===== src/rtl/traffic_lights_xing.sv =====
// Round-robin intersection controller: CH_NUM signal heads, one served approach at a time,
// all-red clearance between approaches, plus OFF and yellow-blink modes.
module traffic_lights_xing #(
   parameter int CH_NUM         = 2,
   parameter int TICKS_PER_UNIT = 2,
   parameter int RY_T           = 3,
   parameter int G_BLINK_T      = 4,
   parameter int BLINK_HALF     = 1,
   parameter int ALL_RED_T      = 2,
   parameter int GREEN_DEF      = 5,
   parameter int YELLOW_DEF     = 3
) (
   input  logic                      clk_i,
   input  logic                      srst_i,
   input  logic                      cmd_valid_i,
   input  logic [2:0]                cmd_type_i,
   input  logic [$clog2(CH_NUM)-1:0] cmd_ch_i,
   input  logic [15:0]               cmd_data_i,
   output logic [CH_NUM-1:0]         red_o,
   output logic [CH_NUM-1:0]         yellow_o,
   output logic [CH_NUM-1:0]         green_o,
   output logic [$clog2(CH_NUM)-1:0] cur_ch_o
);

   localparam int CH_W = $clog2(CH_NUM);
   localparam int PW   = (TICKS_PER_UNIT > 1) ? $clog2(TICKS_PER_UNIT) : 1;

   localparam logic [2:0] CMD_ON         = 3'd0;
   localparam logic [2:0] CMD_OFF        = 3'd1;
   localparam logic [2:0] CMD_BLINK      = 3'd2;
   localparam logic [2:0] CMD_SET_GREEN  = 3'd3;
   localparam logic [2:0] CMD_SET_YELLOW = 3'd4;

   typedef enum logic [1:0] {M_OFF, M_RUN, M_BLINK} mode_t;
   typedef enum logic [2:0] {P_ALL_RED, P_RY, P_GREEN, P_G_BLINK, P_YELLOW} phase_t;

   mode_t             mode_q, mode_d;
   phase_t            phase_q, phase_d;
   logic [CH_W-1:0]   ch_q, ch_d;
   logic [PW-1:0]     presc_q, presc_d;
   logic [15:0]       cnt_q, cnt_d;
   logic [15:0]       dur_q, dur_d;
   logic [15:0]       blink_q, blink_d;
   logic [15:0]       blink_adv;
   logic [15:0]       green_time [CH_NUM];
   logic [15:0]       yellow_time;
   logic              unit_end;
   logic              lit;
   logic [CH_NUM-1:0] red_d, yellow_d, green_d;

   assign unit_end  = (presc_q == PW'(TICKS_PER_UNIT - 1));
   assign blink_adv = (blink_q == 16'(2 * BLINK_HALF - 1)) ? 16'd0 : blink_q + 16'd1;
   assign cur_ch_o  = ch_q;

   // Mode commands preempt the phase timer; durations are latched on phase entry.
   always_comb begin
      mode_d   = mode_q;
      phase_d  = phase_q;
      ch_d     = ch_q;
      cnt_d    = cnt_q;
      dur_d    = dur_q;
      blink_d  = blink_q;
      presc_d  = unit_end ? '0 : presc_q + 1'b1;
      red_d    = '0;
      yellow_d = '0;
      green_d  = '0;
      lit      = 1'b0;

      if (cmd_valid_i && cmd_type_i == CMD_OFF) begin
         mode_d  = M_OFF;
         presc_d = '0;
         cnt_d   = '0;
      end else if (cmd_valid_i && cmd_type_i == CMD_BLINK) begin
         mode_d  = M_BLINK;
         presc_d = '0;
         blink_d = '0;
      end else if (cmd_valid_i && cmd_type_i == CMD_ON && mode_q != M_RUN) begin
         mode_d  = M_RUN;
         phase_d = P_ALL_RED;
         ch_d    = CH_W'(CH_NUM - 1);
         presc_d = '0;
         cnt_d   = '0;
         dur_d   = 16'(ALL_RED_T);
      end else if (mode_q == M_RUN && unit_end) begin
         cnt_d = cnt_q + 16'd1;
         if (phase_q == P_G_BLINK) blink_d = blink_adv;
         if (cnt_q + 16'd1 == dur_q) begin
            cnt_d = '0;
            case (phase_q)
               P_ALL_RED: begin
                  phase_d = P_RY;
                  ch_d    = (ch_q == CH_W'(CH_NUM - 1)) ? '0 : ch_q + 1'b1;
                  dur_d   = 16'(RY_T);
               end
               P_RY: begin
                  phase_d = P_GREEN;
                  dur_d   = green_time[ch_q];
               end
               P_GREEN: begin
                  phase_d = P_G_BLINK;
                  dur_d   = 16'(G_BLINK_T);
                  blink_d = '0;
               end
               P_G_BLINK: begin
                  phase_d = P_YELLOW;
                  dur_d   = yellow_time;
               end
               default: begin
                  phase_d = P_ALL_RED;
                  dur_d   = 16'(ALL_RED_T);
               end
            endcase
         end
      end else if (mode_q == M_BLINK && unit_end) begin
         blink_d = blink_adv;
      end

      // Lamps are decoded from the next state so the outputs can be registered.
      lit = (blink_d < 16'(BLINK_HALF));
      case (mode_d)
         M_RUN: begin
            red_d = '1;
            case (phase_d)
               P_RY:      yellow_d[ch_d] = 1'b1;
               P_GREEN:   begin red_d[ch_d] = 1'b0; green_d[ch_d]  = 1'b1; end
               P_G_BLINK: begin red_d[ch_d] = 1'b0; green_d[ch_d]  = lit;  end
               P_YELLOW:  begin red_d[ch_d] = 1'b0; yellow_d[ch_d] = 1'b1; end
               default:   ;
            endcase
         end
         M_BLINK: yellow_d = {CH_NUM{lit}};
         default: ;
      endcase
   end

   always_ff @(posedge clk_i) begin
      if (srst_i) begin
         mode_q      <= M_OFF;
         phase_q     <= P_ALL_RED;
         ch_q        <= '0;
         presc_q     <= '0;
         cnt_q       <= '0;
         dur_q       <= '0;
         blink_q     <= '0;
         red_o       <= '0;
         yellow_o    <= '0;
         green_o     <= '0;
         yellow_time <= 16'(YELLOW_DEF);
         for (int i = 0; i < CH_NUM; i++) green_time[i] <= 16'(GREEN_DEF);
      end else begin
         mode_q   <= mode_d;
         phase_q  <= phase_d;
         ch_q     <= ch_d;
         presc_q  <= presc_d;
         cnt_q    <= cnt_d;
         dur_q    <= dur_d;
         blink_q  <= blink_d;
         red_o    <= red_d;
         yellow_o <= yellow_d;
         green_o  <= green_d;
         if (cmd_valid_i && cmd_type_i == CMD_SET_GREEN && cmd_data_i != 16'd0 &&
             int'(cmd_ch_i) < CH_NUM)
            green_time[cmd_ch_i] <= cmd_data_i;
         if (cmd_valid_i && cmd_type_i == CMD_SET_YELLOW && cmd_data_i != 16'd0)
            yellow_time <= cmd_data_i;
      end
   end

endmodule


===== config.mk =====
export PLATFORM = sky130hd
export DESIGN_NAME = traffic_lights_xing
export DESIGN_NICKNAME = d
export VERILOG_FILES = /design/src/rtl/traffic_lights_xing.sv
export SDC_FILE = /design/constraint.sdc
export NUM_CORES = 1
export LEC_CHECK = 0
export ABC_CLOCK_PERIOD_IN_PS = 3800
export BUFFER_PORTS_ARGS = -buffer_cell sky130_fd_sc_hd__buf_2
export CELL_PAD_IN_SITES_DETAIL_PLACEMENT = 1
export CELL_PAD_IN_SITES_GLOBAL_PLACEMENT = 1
export CORE_ASPECT_RATIO = 1.1
export CORE_MARGIN = 2
export CORE_UTILIZATION = 25
export CTS_CLUSTER_SIZE = 14
export DETAILED_ROUTE_END_ITERATION = 10
export GPL_TIMING_DRIVEN = 0
export PLACE_DENSITY = 0.59
export RECOVER_POWER = 100
export SETUP_SLACK_MARGIN = 0.5
export SLEW_MARGIN = 10
export SYNTH_ARGS = -nofsm -noshare
export SYNTH_HDL_FRONTEND = slang
export SYNTH_SLANG_ARGS = --single-unit

===== constraint.sdc =====
create_clock -name clk_i -period 3.8 [get_ports clk_i]
set_clock_uncertainty 0.15 [all_clocks]
set_input_delay 0.19 -clock clk_i [delete_from_list [all_inputs] [get_ports clk_i]]
set_output_delay 0.19 -clock clk_i [all_outputs]
set_load 0.005 [all_outputs]

==> results.toml <==
[outcome]
outcome = "finished with violations"
violations = "negative hold slack, max-capacitance violations, max-slew violations"

[power]
cellInternalPower_mw = 1.78
clkPwrFrac_pct = 39.8
switching_share_pct = 27.5
power_mw = 2.46
irDropWorstVdd_uv = 252
power_frac_seq_pct = 50.3
powerDensity_nw_per_um2 = 296
p_comb_share_pct = 9.9
p_switching_mw = 0.676
power.leakage_nw = 2.90

[clocking]
worst_skew_pair.late_latency_ns = 0.37
cts_buffer_depth = 2
root_buffer = "clkbuf_16"
cts_tree = "done"
cts_max_level = 3
cts.sinks = 109
clk_pin_slew_worst_paths_ns = 0.09
numCtsBuffers = 9

[synth]
synth_top_area_share_pct = 23.6
yosysTopAreaCell = "dfxtp_1"
synth-async-reset-ratio_pct = 0
synth_seq_cells = 109
ys_seq_area_share_pct = 38.3
syn_nets = 815
synthCells = 787
synth_area_leaders = "dfxtp_1, edfxtp_1, mux2i_1"
synth-edff-count = 32
yosys_warnings = 0
ys.flop_type = "dfxtp_1"
synth_cell_type_count = 77
syn_area_um2 = 6540
syn_avg_cell_area_um2 = 8.31

[route]
drtAntennaViolNets = 0
dr_total_vias = 6436
drt_wl_total_um = 23600
routedWlPerCell_um = 19.1
first_iter_violations = 430
route.detailed.drc = 0
vias_per_cell = 5.23
dr.pass1.iters = 5

[final_layout]
final_core_utilization_pct = 32.0
diodes = 0
num-nets-final = 901
stdcell_count = 1230
drive_gt1_share_pct = 19.8
fin_area_um2 = 8300
area_growth_pct = 26.8

[worst_setup_path]
cp-start-kind = "flop"
cp-endpoint = "green_o[0]"
slowest_delay_ns = 0.51
crit_start = "blink_q[2]"
crit_slowest_cell = "or4_4"
path_cells = "clkbuf_1, nand4_1, or4_4, a21oi_2, o21ai_1, a221oi_2, o21ai_4, nor4_4, a31oi_4, nor4_4"
cp-end-kind = "flop"
arrival_ns = 3.56
path_common_cell = "nor4_4"
path_max_fanout = 10
r2r_cells = 10
regToRegSetupSlack_ns = 0.34
r2r-end = "green_o[0]"
path_class = "flop to flop"
r2r_start = "blink_q[2]"
worstPathRequired_ns = 3.91

[floorplanning]
dieArea_um2 = 27500
initial_core_util_pct = 25.2
std_cell_rows = 62
core-area_um2 = 25900
dieWidth_um = 158
die_h_um = 174
io_pins = 30

[sta]
fin_ws_ns = 0.344
rsz0062_at_grt = "true"
period_share_pct = 91.0
fin_crit_ns = 3.46
setup_viol = 0
finalHoldViolCount = 1
hold_ws_ns = -0.00400
fmax_ghz = 0.289
drv_slew = 11
tns_ns = 0
relSlewSlack_pct = -4.90
worst_slew_pin_slew_ns = 1.56

[global_route]
grt_max_degree = 22
antenna_found_initial = 0
grt-ovfl-total = 0
grt_pass1_vias = 6423
grt_use_total_pct = 17.4
grt_pass1_wl_um = 37000

[place]
placedCellCount = 1168
portBuffers = 27
post_dp_cell_area_um2 = 7150
dp_slack_ns = -0.339
hpwl_um = 16400
gp_congestion = 0.871

[worst_hold_path]
hp-class = "primary input to flop"
hp-start = "cmd_data_i[7]"

[job]
maxCapViolations = 1
-- cell usage after synthesis, types with 13 or more instances --
library cell / n
a21oi_1: 63
a31oi_1: 13
and2_1: 39
clkbuf_1: 40
dfxtp_1: 77
edfxtp_1: 32
inv_1: 14
mux2i_1: 33
nand2_1: 79
nand3_1: 40
nor2_1: 62
nor3_1: 16
nor4_1: 17
o21ai_0: 46
o31ai_1: 15
or3_1: 13
-- layer usage --
metal / GRT usage, % / share of wire [%] / routed length, um
met5: 0 / 0 / 0
met1: 24.0 / 46 / 10800
met4: 5.52 / 2.4 / 571
met3: 2.50 / 4.2 / 985
met2: 28.0 / 48 / 11200
-- what timing repair did --
action,CTS,global route
buffers inserted,12,19
pin swaps,16,28
setup endpoints to repair,45,43
hold buffers,15,0
endpoints found under the hold margin,26,0
gates cloned,0,0
resized for setup,48,96
-- worst max-delay path, delay by kind of cell, from the launching register on --
kind / cells / cell delay [ns]
buffers and inverters: 1 / 0.41
AO/OA/AOI/OAI: 5 / 0.86
AND/OR/NAND/NOR: 4 / 1.52
flip-flops: 1 / 0.40
-- power by group through the flow --
stage	sequential, mW	clock [mW]	combinational, mW
6_report	1.23	0.978	0.243
5_1_grt	1.24	1.05	0.264
4_1_cts	1.23	1.00	0.226
3_5_place_dp	1.26	0	0.200
3_3_place_gp	1.26	0	0.195
2_1_floorplan	1.26	0	0.117
-- cells in the final DEF (no fill, tap or decap), drive strengths merged, types with 14 or more instances in the layout --
| master | instances |
|---|---|
| buf | 72 |
| nand2 | 79 |
| mux2i | 33 |
| nand4 | 15 |
| o31ai | 16 |
| nor4 | 18 |
| o21ai | 49 |
| a21oi | 65 |
| clkbuf | 53 |
| nor3 | 19 |
| nor2 | 62 |
| and2 | 40 |
| dlygate4sd3 | 15 |
| or3 | 14 |
| a31oi | 14 |
| dfxtp | 77 |
| edfxtp | 32 |
| nand3 | 41 |
| inv | 16 |
-- sequential cells by signal (all words and copies together), names as in the netlist --
signal       cells
cnt_q           16
red_o            2
presc_q          1
green_o          2
mode_q           2
phase_q          3
green_time      32
blink_q         16
dur_q           16
yellow_o         2
yellow_time     16
cur_ch_o         1
-- layout make-up --
cell class / instances / area [um^2]
Inverter: 14 / 55.1
Clock inverter: 7 / 77.6
Multi-Input combinational cell: 608 / 4130
Fill cell: 3115 / 17600
Timing Repair Buffer: 75 / 551
Clock buffer: 9 / 225
Tap cell: 352 / 440
Buffer: 56 / 302
Sequential cell: 109 / 2520
-- logic make-up after synthesis --
family	share of synthesized area [%]
mux	5.22
simple gates	28.4
fa+ha+maj	0.957
compound gates	19.6
flops	38.3
xor+xnor	3.08
buf+inv	4.48
-- worst min-delay path by stage --
stage,slack (ns),cells past startpoint,end
final,-0.004,3,yellow_time[7]
after detailed placement,0.31,2,dur_q[2]
after global placement,0.31,2,dur_q[2]
after CTS,0.004,3,yellow_time[7]
after global routing,0.02,3,yellow_time[7]
after floorplan,0.17,2,yellow_time[0]
Note: power is estimated with default switching activity, not from simulation.
